--- src/rtl/time_set_editor_pkg.sv ---
// time_set_editor_pkg
//   Shared definitions for the button-driven time editor: field indices used
//   by the cursor, the power-on time, FSM/event encodings and the calendar
//   helper days_in_month().
package time_set_editor_pkg;

  // Cursor positions, in the order the left/right buttons walk them.
  localparam logic [2:0] FLD_YEAR  = 3'd0;
  localparam logic [2:0] FLD_MONTH = 3'd1;
  localparam logic [2:0] FLD_DAY   = 3'd2;
  localparam logic [2:0] FLD_HOUR  = 3'd3;
  localparam logic [2:0] FLD_MIN   = 3'd4;
  localparam logic [2:0] FLD_SEC   = 3'd5;
  localparam logic [2:0] FLD_WEEK  = 3'd6;

  // Committed time after reset: 2000-01-01 00:00:00, Saturday.
  localparam logic [14:0] RST_YEAR  = 15'd2000;
  localparam logic [3:0]  RST_MONTH = 4'd1;
  localparam logic [4:0]  RST_DAY   = 5'd1;
  localparam logic [5:0]  RST_HOUR  = 6'd0;
  localparam logic [5:0]  RST_MIN   = 6'd0;
  localparam logic [5:0]  RST_SEC   = 6'd0;
  localparam logic [3:0]  RST_WEEK  = 4'd6;

  typedef enum logic [1:0] {
    ST_IDLE   = 2'd0,
    ST_EDIT   = 2'd1,
    ST_COMMIT = 2'd2
  } state_t;

  // The single button event that is acted on in a given cycle.
  typedef enum logic [2:0] {
    EV_NONE   = 3'd0,
    EV_MIDDLE = 3'd1,
    EV_UP     = 3'd2,
    EV_DOWN   = 3'd3,
    EV_LEFT   = 3'd4,
    EV_RIGHT  = 3'd5
  } event_t;

  // Days in a month; every year divisible by 4 is a leap year (exact for 2000-2099).
  function automatic logic [4:0] days_in_month(input logic [3:0] month, input logic [14:0] year);
    logic [4:0] d;
    case (month)
      4'd2:                    d = (year % 15'd4 == 15'd0) ? 5'd29 : 5'd28;
      4'd4, 4'd6, 4'd9, 4'd11: d = 5'd30;
      default:                 d = 5'd31;
    endcase
    return d;
  endfunction

endpackage

--- src/rtl/time_set_editor_btn_debounce.sv ---
// btn_debounce
//   One front-panel button: 2-FF synchronizer, debounce counter and press
//   pulse. The synchronized level must differ from the accepted level for
//   DEBOUNCE_CYCLES+1 consecutive samples before it is accepted; a one-cycle
//   press pulse is emitted on an accepted 0->1 change only.
// Ports:
//   clk, rst  clock, asynchronous active-high reset (button treated as released)
//   btn       raw asynchronous active-high button
//   press     one-cycle press event
module btn_debounce #(
  parameter logic [19:0] DEBOUNCE_CYCLES = 20'd500000
) (
  input  logic clk,
  input  logic rst,
  input  logic btn,
  output logic press
);

  logic        sync_p0;
  logic        sync_p1;
  logic        stable;
  logic [19:0] cnt;

  always_ff @(posedge clk or posedge rst) begin
    if (rst) begin
      sync_p0 <= 1'b0;
      sync_p1 <= 1'b0;
      stable  <= 1'b0;
      cnt     <= '0;
      press   <= 1'b0;
    end else begin
      // stage p0 -> p1: metastability filter
      sync_p0 <= btn;
      sync_p1 <= sync_p0;
      press   <= 1'b0;
      // any sample agreeing with the accepted level restarts the count
      if (sync_p1 == stable) begin
        cnt <= '0;
      end else if (cnt == DEBOUNCE_CYCLES) begin
        stable <= sync_p1;
        cnt    <= '0;
        press  <= sync_p1;
      end else begin
        cnt <= cnt + 20'd1;
      end
    end
  end

endmodule

--- src/rtl/time_set_editor.sv ---
// time_set_editor
//   Writer side of the clock's time-setting interface. Middle enters edit
//   with a snapshot of the live time, left/right move the cursor, up/down
//   step the field under the cursor with wrap, middle again commits the
//   edited time with a one-cycle load strobe. Idle edits time out silently.
// Ports:
//   clk, rst                          clock, asynchronous active-high reset
//   up, down, left, right, middle     raw buttons (asynchronous, active-high)
//   cur_year..cur_week                live time, sampled on edit entry
//   year_d..sec_d, week_s             committed time (registered)
//   load                              one-cycle strobe, clock core adopts *_d
//   editing                           high while editing
//   cursor                            field under edit (FLD_YEAR..FLD_WEEK)
module time_set_editor
  import time_set_editor_pkg::*;
#(
  parameter logic [19:0] DEBOUNCE_CYCLES = 20'd500000,
  parameter logic [31:0] TIMEOUT_CYCLES  = 32'd1000000000,
  parameter int          YEAR_MIN        = 2000,
  parameter int          YEAR_MAX        = 2099
) (
  input  logic        clk,
  input  logic        rst,
  input  logic        up,
  input  logic        down,
  input  logic        left,
  input  logic        right,
  input  logic        middle,
  input  logic [14:0] cur_year,
  input  logic [3:0]  cur_month,
  input  logic [4:0]  cur_day,
  input  logic [5:0]  cur_hour,
  input  logic [5:0]  cur_min,
  input  logic [5:0]  cur_sec,
  input  logic [3:0]  cur_week,
  output logic [14:0] year_d,
  output logic [3:0]  month_d,
  output logic [4:0]  day_d,
  output logic [5:0]  hour_d,
  output logic [5:0]  min_d,
  output logic [5:0]  sec_d,
  output logic [3:0]  week_s,
  output logic        load,
  output logic        editing,
  output logic [2:0]  cursor
);

  localparam logic [14:0] YEAR_LO = 15'(YEAR_MIN);
  localparam logic [14:0] YEAR_HI = 15'(YEAR_MAX);

  // Step v by +/-1 inside [lo, hi]; out-of-range values land on the far end.
  function automatic logic [14:0] wrap_step(input logic [14:0] v, input logic [14:0] lo,
                                            input logic [14:0] hi, input logic inc);
    if (inc) return (v >= hi) ? lo : v + 15'd1;
    return (v <= lo) ? hi : v - 15'd1;
  endfunction

  logic ev_mid, ev_up, ev_dn, ev_lt, ev_rt;

  btn_debounce #(.DEBOUNCE_CYCLES(DEBOUNCE_CYCLES)) u_db_mid (.clk(clk), .rst(rst), .btn(middle), .press(ev_mid));
  btn_debounce #(.DEBOUNCE_CYCLES(DEBOUNCE_CYCLES)) u_db_up  (.clk(clk), .rst(rst), .btn(up),     .press(ev_up));
  btn_debounce #(.DEBOUNCE_CYCLES(DEBOUNCE_CYCLES)) u_db_dn  (.clk(clk), .rst(rst), .btn(down),   .press(ev_dn));
  btn_debounce #(.DEBOUNCE_CYCLES(DEBOUNCE_CYCLES)) u_db_lt  (.clk(clk), .rst(rst), .btn(left),   .press(ev_lt));
  btn_debounce #(.DEBOUNCE_CYCLES(DEBOUNCE_CYCLES)) u_db_rt  (.clk(clk), .rst(rst), .btn(right),  .press(ev_rt));

  event_t ev;

  always_comb begin
    ev = EV_NONE;
    if      (ev_mid) ev = EV_MIDDLE;
    else if (ev_up)  ev = EV_UP;
    else if (ev_dn)  ev = EV_DOWN;
    else if (ev_lt)  ev = EV_LEFT;
    else if (ev_rt)  ev = EV_RIGHT;
  end

  state_t      state, state_nxt;
  logic [31:0] to_cnt;
  logic        to_hit;

  assign to_hit = (to_cnt >= TIMEOUT_CYCLES);

  always_ff @(posedge clk or posedge rst) begin
    if (rst) state <= ST_IDLE;
    else     state <= state_nxt;
  end

  always_comb begin
    state_nxt = state;
    load      = 1'b0;
    editing   = 1'b0;
    case (state)
      ST_IDLE: begin
        if (ev == EV_MIDDLE) state_nxt = ST_EDIT;
      end
      ST_EDIT: begin
        editing = 1'b1;
        if (ev == EV_MIDDLE)                 state_nxt = ST_COMMIT;
        else if (ev == EV_NONE && to_hit)    state_nxt = ST_IDLE;
      end
      ST_COMMIT: begin
        load      = 1'b1;
        state_nxt = ST_IDLE;
      end
      default: state_nxt = ST_IDLE;
    endcase
  end

  // Counts consecutive event-free cycles in EDIT; zero everywhere else.
  always_ff @(posedge clk or posedge rst) begin
    if (rst)                                   to_cnt <= '0;
    else if (state != ST_EDIT || ev != EV_NONE) to_cnt <= '0;
    else if (!to_hit)                          to_cnt <= to_cnt + 32'd1;
  end

  always_ff @(posedge clk or posedge rst) begin
    if (rst) begin
      cursor <= FLD_YEAR;
    end else if (state == ST_IDLE && ev == EV_MIDDLE) begin
      cursor <= FLD_YEAR;
    end else if (state == ST_EDIT && ev == EV_LEFT) begin
      cursor <= (cursor == FLD_YEAR) ? FLD_WEEK : cursor - 3'd1;
    end else if (state == ST_EDIT && ev == EV_RIGHT) begin
      cursor <= (cursor >= FLD_WEEK) ? FLD_YEAR : cursor + 3'd1;
    end
  end

  logic [14:0] e_year,  e_year_n;
  logic [3:0]  e_month, e_month_n;
  logic [4:0]  e_day,   e_day_n;
  logic [5:0]  e_hour,  e_hour_n;
  logic [5:0]  e_min,   e_min_n;
  logic [5:0]  e_sec,   e_sec_n;
  logic [3:0]  e_week,  e_week_n;
  logic        inc;
  logic [4:0]  dim_cur;
  logic [4:0]  dim_new;

  assign inc     = (ev == EV_UP);
  assign dim_cur = days_in_month(e_month, e_year);

  always_comb begin
    e_year_n  = e_year;
    e_month_n = e_month;
    e_day_n   = e_day;
    e_hour_n  = e_hour;
    e_min_n   = e_min;
    e_sec_n   = e_sec;
    e_week_n  = e_week;
    dim_new   = dim_cur;
    if (state == ST_IDLE && ev == EV_MIDDLE) begin
      e_year_n  = cur_year;
      e_month_n = cur_month;
      e_day_n   = cur_day;
      e_hour_n  = cur_hour;
      e_min_n   = cur_min;
      e_sec_n   = cur_sec;
      e_week_n  = cur_week;
    end else if (state == ST_EDIT && (ev == EV_UP || ev == EV_DOWN)) begin
      case (cursor)
        FLD_YEAR:  e_year_n  = wrap_step(e_year, YEAR_LO, YEAR_HI, inc);
        FLD_MONTH: e_month_n = 4'(wrap_step({11'd0, e_month}, 15'd1, 15'd12, inc));
        FLD_DAY:   e_day_n   = 5'(wrap_step({10'd0, e_day}, 15'd1, {10'd0, dim_cur}, inc));
        FLD_HOUR:  e_hour_n  = 6'(wrap_step({9'd0, e_hour}, 15'd0, 15'd23, inc));
        FLD_MIN:   e_min_n   = 6'(wrap_step({9'd0, e_min}, 15'd0, 15'd59, inc));
        FLD_SEC:   e_sec_n   = 6'(wrap_step({9'd0, e_sec}, 15'd0, 15'd59, inc));
        FLD_WEEK:  e_week_n  = 4'(wrap_step({11'd0, e_week}, 15'd0, 15'd6, inc));
        default: ;
      endcase
      // a year/month step can shrink the month under the day (e.g. Feb 29 -> 2025)
      dim_new = days_in_month(e_month_n, e_year_n);
      if ((cursor == FLD_YEAR || cursor == FLD_MONTH) && e_day_n > dim_new) e_day_n = dim_new;
    end
  end

  // Edit registers are pure data: always loaded from cur_* before use.
  always_ff @(posedge clk) begin
    e_year  <= e_year_n;
    e_month <= e_month_n;
    e_day   <= e_day_n;
    e_hour  <= e_hour_n;
    e_min   <= e_min_n;
    e_sec   <= e_sec_n;
    e_week  <= e_week_n;
  end

  // Outputs update on the edge that enters COMMIT, so they are valid with load.
  always_ff @(posedge clk or posedge rst) begin
    if (rst) begin
      year_d  <= RST_YEAR;
      month_d <= RST_MONTH;
      day_d   <= RST_DAY;
      hour_d  <= RST_HOUR;
      min_d   <= RST_MIN;
      sec_d   <= RST_SEC;
      week_s  <= RST_WEEK;
    end else if (state == ST_EDIT && ev == EV_MIDDLE) begin
      year_d  <= e_year;
      month_d <= e_month;
      day_d   <= e_day;
      hour_d  <= e_hour;
      min_d   <= e_min;
      sec_d   <= e_sec;
      week_s  <= e_week;
    end
  end

endmodule

--- config.mk ---
export PLATFORM = sky130hd
export DESIGN_NAME = time_set_editor
export DESIGN_NICKNAME = d
export VERILOG_FILES = /design/src/rtl/time_set_editor_pkg.sv /design/src/rtl/time_set_editor_btn_debounce.sv /design/src/rtl/time_set_editor.sv
export SDC_FILE = /design/constraint.sdc
export NUM_CORES = 1
export LEC_CHECK = 0
export CORE_MARGIN = 3
export CORE_UTILIZATION = 55
export DETAILED_ROUTE_END_ITERATION = 10
export MAX_ROUTING_LAYER = met4
export PLACE_DENSITY = 0.72
export SLEW_MARGIN = 10
export SYNTH_ARGS = -nofsm -noshare
export SYNTH_HDL_FRONTEND = slang
export SYNTH_HIERARCHICAL = 1
export SYNTH_SLANG_ARGS = --single-unit
--- constraint.sdc ---
create_clock -name clk -period 6.6 [get_ports clk]
set_clock_uncertainty 0.15 [all_clocks]
set_input_delay 1.32 -clock clk [delete_from_list [all_inputs] [get_ports clk]]
set_output_delay 1.32 -clock clk [all_outputs]
set_load 0.1 [all_outputs]
==> Word-level counts from Yosys, hierarchy flattened <==
Index checks and enable logic that the tools add are counted.
{ "classes": {"n_reduce_logical": 36, "n_bitwise": 5, "n_lt_le_gt_ge": 17, "n_addsub": 22, "eq_ne": 37, "mux": 122} }
{ "op_table": {"columns": ["op", "count"], "rows": [
  ["$mux 20", 10],
  ["$mux 15", 9],
  ["$mux 6", 21],
  ["$add 20x1->20 const B", 5],
  ["$eq 20x19->1 const B", 5],
  ["$mux 32", 2],
  ["$mux 4", 16],
  ["$mux 5", 12],
  ["$mux 1", 36],
  ["$add 32x1->32 const B", 1],
  ["$ge 32x30->1 const B", 1],
  ["$logic_not 15->1", 2],
  ["$mux 3", 10],
  ["$reduce_and 2->1", 11],
  ["$add 6x1->6 const B", 3],
  ["$le 6x1->1 const B", 3],
  ["$sub 6x1->6 const B", 3],
  ["$eq 4x3->1 const B", 4],
  ["$eq 4x4->1 const B", 4],
  ["$add 15x1->15 const B", 1],
  ["$eq 3x3->1 const B", 5],
  ["$ge 15x12->1 const B", 1],
  ["$le 15x11->1 const B", 1],
  ["$sub 15x1->15 const B", 1],
  ["34 further kinds", 72]
]} }
{ "totals": {"out_inout_bits": 51, "in_bits": 53, "word_cells": 282, "reg_bits": 249} }

==> Longest topological paths before layout <==
Gate-level depths: netlist of the first run.
{ "logic_depth": {"word_depth": 24, "ltp_mapped": 18, "depth_no_buf": 18} }

==> Hierarchy <==
Netlist of the first run, hierarchy kept.
{ "by_module_without_submodules": {"columns": ["mod", "instances", "area_each_um2", "cells_per_inst", "seq_area_each_um2"], "rows": [
  ["time_set_editor", 1, 8122.8, 904, 3470.8],
  ["btn_debounce", 5, 1183.6, 119, 600.6]
]} }

==> Worst setup path after synthesis of the first run <==
Ideal clock, no wire load.
{ "synth_timing": {"kind": "register to register", "start": "reg cursor[0]", "end": "reg e_day[1] (data pin)", "setup_time_ns": 0.264, "period_less_slack_ns": 3.838, "path_stages_with_launch": 16, "t_required_ns": 6.186, "path_buffers": 0, "setup_slack_ns": 2.762, "arrival_time_ns": 3.423, "path_cell_list": "dfrtp_1 -> inv_1 -> ha_1 -> nand2_1 -> a31o_1 -> o21ai_1 -> o41ai_1 -> a21boi_1 -> a31oi_1 -> ha_1 -> nand2_1 -> o21ai_0 -> a211oi_1 -> and4bb_1 -> mux2i_1 -> o21ai_1"} }
{ "synth_via": {"elab_chain_len": 14, "word_cells_on_any_way": 29, "cone_classes": "1 x order compare; 7 x eq/ne; 16 x mux; 5 x reduce/logical"} }
{ "synth_lines": {"columns": ["item", "line_no", "source"], "rows": [
  ["start: declaration", "time_set_editor.sv:45", "output logic [2:0] cursor"],
  ["start signal: assignment", "time_set_editor.sv:122", "cursor <= (cursor == FLD_YEAR) ? FLD_WEEK : cursor - 3'd1;"],
  ["start signal: assignment", "time_set_editor.sv:124", "cursor <= (cursor >= FLD_WEEK) ? FLD_YEAR : cursor + 3'd1;"],
  ["$eq 3x1->1 / $logic_not 3->1 (equally long branches)", "time_set_editor.sv:160, time_set_editor.sv:172", null],
  ["$mux 4 / $mux 15 (equally long branches)", "time_set_editor.sv:160", "case (cursor)"],
  ["$mux 4 / $mux 15 (equally long branches)", "time_set_editor.sv:159", "end else if (state == ST_EDIT && (ev == EV_UP || ev == EV_DOWN)) begin"],
  ["$mux 4 / $mux 15 (equally long branches)", "time_set_editor.sv:151", "if (state == ST_IDLE && ev == EV_MIDDLE) begin"],
  ["$eq 4x3->1, or another cell as far along", "time_set_editor_pkg.sv:44", "case (month)"],
  ["$reduce_or 4->1 / $mux 1 (equally long branches)", "time_set_editor_pkg.sv:44, time_set_editor_pkg.sv:45", null],
  ["$pmux 2 s2", "time_set_editor_pkg.sv:44", null],
  ["$mux 5", "time_set_editor.sv:159", null],
  ["$mux 5", "time_set_editor.sv:151", null],
  ["$gt 5x5->1", "time_set_editor.sv:172", "if ((cursor == FLD_YEAR || cursor == FLD_MONTH) && e_day_n > dim_new) e_day_n = dim_new;"],
  ["$logic_and 1x1->1", "time_set_editor.sv:172", null],
  ["$mux 5 (*)", "time_set_editor.sv:172", null],
  ["$mux 5 (*)", "time_set_editor.sv:159", null],
  ["$mux 5 (*)", "time_set_editor.sv:151", null],
  ["via e_day_n[1]", "time_set_editor.sv:130", "logic [4:0] e_day, e_day_n;"],
  ["end signal: assignment", "time_set_editor.sv:180", "e_day <= e_day_n;"],
  ["end: declaration", "time_set_editor.sv:130", null]
]} }
Mark *: on every way through the listed nets, which the timed path passes. The rest lies on a longest branch. The select of a mux whose other input is x is not followed.
A chain may end at the register's enable or synchronous reset.

==> Worst setup path after layout of the first run <==
{ "layout_timing": {"start": "reg e_year[0]", "end": "reg e_day[1] (data pin)"} }
{ "layout_via": {"elab_chain_len": 17, "word_cells_on_any_way": 32, "cone_classes": "2 x add/sub; 4 x order compare; 23 x mux; 3 x reduce/logical"} }
{ "layout_lines": {"columns": ["item", "line_no", "source"], "rows": [
  ["start: declaration", "time_set_editor.sv:128", "logic [14:0] e_year, e_year_n;"],
  ["start signal: assignment", "time_set_editor.sv:178", "e_year <= e_year_n;"],
  ["$add 15x1->15 / $ge 15x12->1 (equally long branches)", "time_set_editor.sv:54", "if (inc) return (v >= hi) ? lo : v + 15'd1;"],
  ["$mux 15 (2 in series)", "time_set_editor.sv:54", null],
  ["$mux 15", "time_set_editor.sv:55", "return (v <= lo) ? hi : v - 15'd1;"],
  ["$mux 15", "time_set_editor.sv:160", null],
  ["$mux 15", "time_set_editor.sv:159", null],
  ["$mux 15", "time_set_editor.sv:151", null],
  ["$logic_not 15->1", "time_set_editor_pkg.sv:45", "4'd2: d = (year % 15'd4 == 15'd0) ? 5'd29 : 5'd28;"],
  ["$mux 1", "time_set_editor_pkg.sv:45", null],
  ["$pmux 2 s2", "time_set_editor_pkg.sv:44", null],
  ["$mux 5", "time_set_editor.sv:159", null],
  ["$mux 5", "time_set_editor.sv:151", null],
  ["$gt 5x5->1", "time_set_editor.sv:172", null],
  ["$logic_and 1x1->1", "time_set_editor.sv:172", null],
  ["$mux 5 (*)", "time_set_editor.sv:172", null],
  ["$mux 5 (*)", "time_set_editor.sv:159", null],
  ["$mux 5 (*)", "time_set_editor.sv:151", null],
  ["via e_day_n[1]", "time_set_editor.sv:130", null]
]} }
Marked as above.

==> results.ini, run 1 <==
[clock_tree]
cts_resized = 0
path_clk_slew_ps = 60
numCtsBuffers = 28
clockBufferDepth = 3
holdBufCountCts = 0
clock-root-buffer = clkbuf_16
clk_latency_ps = 540
cts_tree = yes
numClockSinks = 249
h-tree-depth = 1
post_cts_buffers = 0

[routing]
detail_route.wl_per_cell_um = 17.07
dr.pass1.iters = 6
ant_nets = 0
vias = 11380
finalWirelength_um = 32730
drc = 0
drt_first_iter_violations = 897
vias_per_cell = 5.936

[worst_setup_path]
cp_data_arrival_time_ps = 4440
critPathLaunch = e_year[0]
cp.required_ps = 6720
cp_num_buf_inv = 1
r2r_start = e_year[0]
path_max_fanout = 8
critPathKind = reg -> reg
rr_endpoint = e_day[1]
cp_slowest_stage_delay_ps = 570
crit_chain = inv_1, ha_1, nor4b_1, o41ai_4, a31o_1, o21ai_1, o41ai_1, a21boi_1, a31oi_1, ha_1, nand2_1, o21ai_0, a211oi_1, and4bb_1, mux2i_1, o21ai_1
r2r_slack_ps = 2280
crit_path_end_kind = flip-flop
cpLargestDelayFamily = compound AO/OA/AOI/OAI gates
crit_slowest_cell = o41ai_4
ff2ff_path_depth = 16
crit_path_start_kind = flip-flop

[yosys]
synth_top_family_by_area = simple AND/OR/NAND/NOR gates
synth_fp_nets = 1597
synthMuxAreaShare_pct = 3.244
synth_compound_area_share_pct = 12.46
syn_inst = 1499
synth-simple-area-share_pct = 23.53
synth_cell_types = 82
syn_area_sq_mm = 0.01404
synthArstFlopShare_pct = 81.53
avgSynthCellArea_sq_um = 9.367
synth_flop_cell = dfrtp_1
synthAdderAreaFrac_pct = 4.010
synth_xor_area_share_pct = 6.862
yosysSeqAreaShare_pct = 46.11
yosysWarnings = 6
synth_edf_count = 46
ys_ff_latch = 249

[finish]
layout_common_cells = dfrtp_1, nor2_1, nand2_1
drive_gt1_share_pct = 9.165
mostFrequentLayoutCell = dfrtp_1
n_antenna_cell = 0
post-route-util_pct = 65.76
area_growth_pct = 15.58
nets = 1671

[grt]
grt_pass1_vias = 10943
grt_pass1_wl_um = 54940
grt_overflow_total = 0
track_usage_pct = 23.96
grt_max_degree = 58
antenna_found_initial = 0

[worst_hold_path]
min_path_cells = 0
hp-start = u_db_lt/sync_p0
hold_path_end = u_db_lt/sync_p1
hold_path_class = reg -> reg

[floorplan]
io_pins = 104
die_w_um = 165.8
dieArea_sq_mm = 0.02748
num_rows = 57
die_y_um = 165.8
start_util_pct = 56.90
core_area_sq_mm = 0.02468

[timing]
worst_pin_slew_ps = 1110
max_freq_mhz = 231.5
finalHoldViolations = 0
fin_tns_setup_ps = 0
maxSlewHeadroom_pct = 25.76
rsz0062_at_grt = no
final.period_utilization_pct = 65.45
setup_violations = 0
post-route-min-period_ps = 4320
final_max_slew_viol_count = 0

[placed_design]
place_congestion = 0.8934
dpl.hpwl_um = 22430
port_buffers = 103

[power_and_ir_drop]
p_clk_share_pct = 47.8
p_sw_mw = 0.6784
seq_power_share_pct = 49.2
power_density_mw_per_mm2 = 198.8
ir_drop_uv = 208.8
power.total_mw = 3.226
sw_frac_of_total_pct = 21.03
combPwrFrac_pct = 3.0
internal_power_mw = 2.548
leakage_nw = 6.232

[run_status]
outcome = finished, final reports clean

[run]
drv_cap = 0

## power by group through the flow
stage	Sequential (mW)	Combinational (mW)	Clock, mW
after floorplan	1.61	0.0493	0
after global placement	1.61	0.0959	0
after detailed placement	1.62	0.0973	0
after CTS	1.59	0.0983	1.57
after global routing	1.59	0.109	1.64
final	1.59	0.0953	1.54
## flip-flops by register name (all words and copies together), names as in the netlist, 4 cells and up
signal and cells:
e_sec 6, min_d 6, u_db_dn/cnt 20, e_week 4, sec_d 6, to_cnt 32, week_s 4, e_min 6
u_db_lt/cnt 20, e_day 5, e_month 4, u_db_up/cnt 20, year_d 15, day_d 5, e_year 15, month_d 4
u_db_rt/cnt 20, u_db_mid/cnt 20, hour_d 6, e_hour 6
## area by class of cell
class / instances / area, sq um
sequential: 249 / 6474
clock inverter: 3 / 15.01
fill: 2059 / 8448
inverter: 64 / 241.5
tap: 324 / 405.4
timing repair buffer: 115 / 1121
multi-input combinational: 1115 / 7057
clock buffer: 47 / 914.6
## logic make-up (layout without fill, tap and decap cells)
family	count (synthesis)	after routing
buf+inv	135	229
fa+ha+maj	45	45
xor+xnor	110	110
flops	249	249
mux	41	41
simple gates	639	639
compound gates	280	280
## metrics by stage
| stage | hold WS [ps] | setup slack (ps) | instances | area (sq um) |
|---|---|---|---|---|
| 2_1_floorplan | 181.2 | 2762 | 1499 | 14040 |
| 3_3_place_gp | 183.3 | 2440 | 1867 | 15300 |
| 3_5_place_dp | 187.2 | 2341 | 1867 | 15300 |
| 4_1_cts | 198.9 | 2303 | 1917 | 16230 |
| 5_1_grt | 205.7 | 1963 | 1917 | 16230 |
| 6_report | 199.8 | 2280 | 1917 | 16230 |
## how the worst max path moves through the flow
| stage | to | slack (ps) | depth (start not counted) |
|---|---|---|---|
| 2_1_floorplan | e_day[1] | 2760 | 15 |
| 3_3_place_gp | e_day[1] | 2440 | 16 |
| 3_5_place_dp | e_day[1] | 2340 | 16 |
| 4_1_cts | e_day[1] | 2300 | 16 |
| 5_1_grt | e_day[1] | 1960 | 16 |
| 6_report | e_day[1] | 2280 | 16 |
## cell usage after synthesis (16+ instances only)
master      n  area share (%)
and3_1     16            0.71
nor3_1     59             2.1
edfxtp_1   46             9.8
xnor2_1    87             5.4
o21ai_0    73             2.6
nor4_1     20            0.89
dfrtp_1   193              34
a21oi_1    79             2.8
nand2_1   131             3.5
ha_1       45             4.0
nor2_1    178             4.8
clkbuf_1   49             1.3
nand3_1    58             2.1
inv_1      62             1.7
or4_1      26             1.4
mux2_2     35             2.8
o31ai_1    29             1.6
a31oi_1    19            0.85
xor2_1     23             1.4
nand4_1    41             1.8
## layer usage
metal	vias up	GRT usage (%)	wire, um
li1	5518	-	-
met1	5550	32.86	15040
met2	271	38.38	15390
met3	41	3.261	1603
met4	0	5.642	701
met5	-	-	0
No activity file was read; power rests on OpenSTA's default activity.
==> run 2: changes to the inputs <==
==> constraint.sdc (replaced) <==
create_clock -name clk -period 4.2 [get_ports clk]
set_clock_uncertainty 0.15 [all_clocks]
set_input_delay 0.84 -clock clk [delete_from_list [all_inputs] [get_ports clk]]
set_output_delay 0.84 -clock clk [all_outputs]
set_load 0.1 [all_outputs]
==> run 2 against run 1 <==
Compared with the run above: final cell count is 0.63% higher; sequential share of layout area is 0.29 points lower; sequential power is 57% higher; clock-buffer cell count is 2 lower; non-clock buffer count is 8 higher; combinational power is 58% higher; die area stayed put; first-iteration DRC count is 7.6% higher; via count is 0.19% higher; final area is 0.73% higher; clock power is 64% higher; sequential cell count stayed put.
==> results.ini, run 2 (synthesized netlist as in run 1, its figures left out) <==
[run_status]
outcome = finished, final reports clean

[power_and_ir_drop]
leakage_nw = 6.296  ; +1.0%
p_sw_mw = 1.095  ; +61%
sw_frac_of_total_pct = 21.17  ; +0.15 points
combPwrFrac_pct = 2.9  ; about the same
p_clk_share_pct = 48.8  ; +1.0 points
internal_power_mw = 4.075  ; +60%
power_density_mw_per_mm2 = 316.2  ; +59%
seq_power_share_pct = 48.2  ; -1.0 points
ir_drop_uv = 296.7  ; +42%

[floorplan]
die_y_um = 165.8  ; unchanged
dieArea_sq_mm = 0.02748  ; unchanged
num_rows = 57  ; unchanged
die_w_um = 165.8  ; unchanged
start_util_pct = 56.90  ; unchanged
io_pins = 104  ; unchanged
core_area_sq_mm = 0.02468  ; unchanged

[timing]
final.period_utilization_pct = 93.14  ; +28 points
setup_ws_ps = 288.2  ; -1992 ps
maxSlewHeadroom_pct = 27.26  ; +1.5 points
finalHoldViolations = 0  ; unchanged
fin_tns_setup_ps = 0  ; unchanged
max_freq_mhz = 255.6  ; +10%
holdWs_ps = 198.0  ; -1.756 ps
setup_violations = 0  ; unchanged
worst_pin_slew_ps = 1088  ; -22.37 ps
post-route-min-period_ps = 3912  ; -408.2 ps
final_max_slew_viol_count = 0  ; unchanged

[finish]
top_register = to_cnt
nets = 1680  ; +0.54%
layout_common_cells = dfrtp_1, nor2_1, nand2_1
mostFrequentLayoutCell = dfrtp_1
n_antenna_cell = 0  ; unchanged
area_growth_pct = 16.42
drive_gt1_share_pct = 10.03  ; +0.87 points
largest_reg_flops = 32  ; unchanged

[clock_tree]
numCtsBuffers = 29  ; +3.6%
h-tree-depth = 1  ; unchanged
numClockSinks = 249  ; unchanged
cts_tree = yes
clk_latency_ps = 550  ; about the same
path_clk_slew_ps = 60  ; about the same
clock-root-buffer = clkbuf_16
clockBufferDepth = 3  ; unchanged

[worst_setup_path]
critPathKind = reg -> reg
cp_data_arrival_time_ps = 4040  ; -400 ps
cp.required_ps = 4320  ; -2400 ps
crit_path_start_kind = flip-flop
path_max_fanout = 7  ; -1
crit_path_end_kind = flip-flop

[grt]
track_usage_pct = 24.24  ; +0.28 points
antenna_found_initial = 0  ; unchanged
grt_pass1_vias = 10948  ; +0.046%
grt_pass1_wl_um = 55230  ; +0.54%
grt_overflow_total = 0  ; unchanged
grt_max_degree = 45  ; -22%

[routing]
drc = 0  ; unchanged
detail_route.wl_per_cell_um = 17.16  ; +0.54%
vias_per_cell = 5.911  ; -0.43%
drt_first_iter_violations = 965  ; +7.6%
ant_nets = 0  ; unchanged
vias = 11402  ; +0.19%
finalWirelength_um = 33110  ; +1.2%
dr.pass1.iters = 5  ; -1

[placed_design]
dpl.hpwl_um = 22850  ; +1.9%
place_congestion = 0.9024  ; +1.0%
port_buffers = 103  ; unchanged
pre_cts_ws_ps = 164.5  ; -2177 ps

[worst_hold_path]
hold_path_class = reg -> reg

[run]
drv_cap = 0  ; unchanged

## run 2: cell types whose count changed in the layout (fill, tap and decap cells not counted), moves of 2 or more
| cell | delta |
|---|---|
| clkbuf_8 | -4 |
| clkbuf_1 | +2 |
| clkdlybuf4s50_1 | -2 |
| clkinv_2 | +2 |
| bufinv_16 | +2 |
| o21ai_1 | +2 |
| buf_4 | +9 |
| o21ai_0 | -2 |
## run 2: power groups by stage
| stage | clock, mW | sequential, mW | combinational [mW] |
|---|---|---|---|
| after floorplan | 0 | 2.53 | 0.0775 |
| after global placement | 0 | 2.54 | 0.152 |
| after detailed placement | 0 | 2.54 | 0.155 |
| after CTS | 2.57 | 2.49 | 0.156 |
| after global routing | 2.69 | 2.50 | 0.169 |
| final | 2.52 | 2.49 | 0.151 |
## run 2: timing repair
action | in CTS | in global routing
gates resized for setup | 0 | 5
hold endpoints to repair | 0 | 0
buffers inserted | 0 | 2
hold buffers | 0 | 0
endpoints found under the setup margin | 0 | 2
## run 2: cell type report
class,instances,area [sq um]
repair buffers,123,1189
flip-flops and latches,249,6474
well taps,324,405.4
clock inverters,9,101.3
clock buffers,45,867.1
multi-input cells,1115,7069
fillers,2042,8329
inverters,64,241.5
## run 2: worst paths after layout
path / startpoint / endpoint / slack (ps) / depth (start not counted)
worst max-delay path: e_year[0] / e_day[1] / 290 / 16
worst min-delay path: u_db_dn/sync_p0 / u_db_dn/sync_p1 / 200 / 0
worst max register to register: e_year[0] / e_day[1] / 290 / 16
worst min register to register: u_db_dn/sync_p0 / u_db_dn/sync_p1 / 200 / 0
max in group asynchronous: rst / u_db_mid/cnt[15] / 2190 / 2
min in group asynchronous: rst / cursor[1] / 980 / 2
## run 2: layer usage
layer / GRT usage, % / part of all wire (%) / up-vias
li1: - / - / 5541
met1: 34.25 / 47 / 5535
met2: 38.38 / 47 / 291
met3: 3.118 / 4.9 / 35
met4: 4.557 / 1.3 / 0
met5: - / 0 / -
## run 2: worst max-delay path: stages, from the launching register on
cell and delay, ps:
edfxtp_1 390, inv_1 180, ha_1 240, nor4b_1 460
o41ai_4 150, buf_4 190, nor3_1 250, o41ai_2 140
a21boi_1 240, a31oi_1 70, ha_1 300, nand2_1 60
o21ai_0 80, a211oi_1 150, and4bb_1 310, mux2i_1 220
o21ai_1 80
## run 2: through the flow
step | power (mW) | std cells | instance area (sq um) | util (%)
after floorplan | 2.604 | 1499 | 14040 | -
after global placement | 2.690 | 1873 | 15350 | 62.21
after detailed placement | 2.693 | 1873 | 15350 | 62.21
after CTS | 5.223 | 1927 | 16320 | 66.13
after global routing | 5.359 | 1929 | 16350 | 66.25
final | 5.169 | 1929 | 16350 | 66.25
==> run 3: changes to the inputs <==
--- a/config.mk
+++ b/config.mk
@@ -5,8 +5,10 @@
 export SDC_FILE = /design/constraint.sdc
 export NUM_CORES = 1
 export LEC_CHECK = 0
+export CORE_ASPECT_RATIO = 1.4
 export CORE_MARGIN = 3
 export CORE_UTILIZATION = 55
+export CTS_CLUSTER_DIAMETER = 30
 export DETAILED_ROUTE_END_ITERATION = 10
 export MAX_ROUTING_LAYER = met4
 export PLACE_DENSITY = 0.72
==> run 3 against run 2 <==
Compared with the run above: sequential power about the same; critical path type unchanged; clock power up 40%; setup slack got worse by 30 ps; critical endpoint unchanged; final area grew 3.0%; via count grew 0.76%; largest power group unchanged; die area barely moved; non-clock buffer count shrank 4.
==> results.ini, run 3 (synthesized netlist as in run 1, its figures left out) <==
[run_status]
outcome = finished, final reports clean

[routing]
finalWirelength_um = 32610  ; -1.5%
detail_route.wl_per_cell_um = 16.78  ; -2.3%
dr.pass1.iters = 6  ; +1
vias_per_cell = 5.910  ; about the same
vias = 11489  ; +0.76%
drt_first_iter_violations = 744  ; -23%
ant_nets = 0  ; unchanged
drc = 0  ; unchanged

[worst_hold_path]
hold_path_class = reg -> reg

[placed_design]
port_buffers = 103  ; unchanged
dpl.hpwl_um = 22810  ; -0.18%
place_congestion = 0.9143  ; +1.3%
placed_area_sq_mm = 0.01533  ; -0.16%

[clock_tree]
cts_tree = yes
h-tree-depth = 2  ; +1
clk_latency_ps = 540  ; about the same
numCtsBuffers = 44  ; +52%
path_clk_slew_ps = 50  ; about the same
holdBufCountCts = 0  ; unchanged
clockBufferDepth = 3  ; unchanged
clock-root-buffer = clkbuf_16
numClockSinks = 249  ; unchanged

[finish]
final_area_sq_mm = 0.01684  ; +3.0%
mostFrequentLayoutCell = dfrtp_1
nets = 1691  ; +0.65%
fillers = 2025  ; -0.83%
n_antenna_cell = 0  ; unchanged
largest_reg_flops = 32  ; unchanged
drive_gt1_share_pct = 11.54  ; +1.5 points
top_register = to_cnt
area_growth_pct = 19.97
layout_common_cells = dfrtp_1, nor2_1, nand2_1

[power_and_ir_drop]
power_density_mw_per_mm2 = 367.6  ; +16%
ir_drop_uv = 395.8  ; +33%
leakage_nw = 6.519  ; +3.5%

[floorplan]
die_y_um = 195.1  ; +18%
die_w_um = 141.0  ; -15%
dieArea_sq_mm = 0.02751  ; about the same
start_util_pct = 56.32  ; -0.58 points
core_area_sq_mm = 0.02493  ; +1.0%
num_rows = 68  ; +19%
io_pins = 104  ; unchanged

[timing]
fin_tns_setup_ps = 0  ; unchanged
max_freq_mhz = 253.7  ; -0.75%
setup_violations = 0  ; unchanged
rsz0062_at_grt = no
final.period_utilization_pct = 93.84  ; +0.70 points
finalHoldViolations = 0  ; unchanged
final_max_slew_viol_count = 0  ; unchanged
holdWs_ps = 196.6  ; -1.440 ps
maxSlewHeadroom_pct = 27.14  ; -0.11 points
worst_pin_slew_ps = 1093  ; +5.098 ps
post-route-min-period_ps = 3941  ; +29.51 ps

[worst_setup_path]
path_max_fanout = 7  ; unchanged
cp.required_ps = 4320  ; about the same
crit_path_end_kind = flip-flop
cp_data_arrival_time_ps = 4060  ; +20 ps
critPathKind = reg -> reg
crit_path_start_kind = flip-flop

[grt]
grt_max_degree = 51  ; +13%
track_usage_pct = 24.60  ; +0.36 points
grt_overflow_total = 0  ; unchanged
antenna_found_initial = 0  ; unchanged
grt_pass1_wl_um = 55300  ; +0.12%
grt_pass1_vias = 11469  ; +4.8%

[run]
drv_cap = 0  ; unchanged

## run 3: layer usage
metal | track usage (%) | wire length, um | vias up | share of wire, %
li1 | - | - | 5577 | -
met1 | 28.74 | 13270 | 5561 | 41
met2 | 42.95 | 16810 | 287 | 52
met3 | 4.385 | 1733 | 64 | 5.3
met4 | 7.935 | 801 | 0 | 2.5
met5 | - | 0 | - | 0
## run 3: final cells by class
cell class              count  area, sq um  share of cell area [%]
repair buffers            119         1161                   6.893
clock buffers              55         1202                   7.138
inverters                  64        241.5                   1.434
well taps                 315        394.1                   2.340
multi-input cells        1115         7068                   41.96
clock inverters            27        304.0                   1.805
flip-flops and latches    249         6474                   38.43
## run 3: path summary, 6_finish.rpt
kind | from | end | slack (ps) | depth (start not counted)
max | e_year[7] | e_day[1] | 260 | 14
max in group asynchronous | rst | week_s[1] | 2260 | 3
min reg2reg | u_db_lt/sync_p0 | u_db_lt/sync_p1 | 200 | 0
max reg2reg | e_year[7] | e_day[1] | 260 | 14
min in group asynchronous | rst | to_cnt[4] | 880 | 2
min | u_db_lt/sync_p0 | u_db_lt/sync_p1 | 200 | 0
## run 3: metrics by stage
stage               power (mW)  setup WS, ps  instances  utilization [%]
global placement         2.690         337.5       1862            61.48
global route             6.393         8.129       1944            67.57
CTS                      6.264         211.7       1944            67.53
detailed placement       2.692         226.6       1862            61.48
finish                   6.192         258.7       1944            67.57
floorplan                2.604         362.3       1499                -
## run 3: worst max-delay path: stages, from the launching register on
cell and delay, ps:
edfxtp_1 500, or4_4 570, o21ai_1 210, nand3_1 300
a211oi_2 360, o41ai_2 120, a21boi_1 220, a31oi_1 70
ha_1 210, nor2b_1 130, o21ai_0 100, a211oi_1 170
and4bb_1 290, mux2i_1 210, o21ai_1 70
## run 3: report_power, final
part / internal, mW / leakage (nW) / switching [mW]
Clock: 2.30 / 0.719 / 1.25
Sequential: 2.47 / 3.13 / 0.0229
Combinational: 0.0674 / 2.67 / 0.0831
Total: 4.84 / 6.52 / 1.35
## run 3: timing repair
item	4_1_cts	5_1_grt
setup buffers	0	0
resized for setup	0	4
endpoints found under the setup margin	0	2
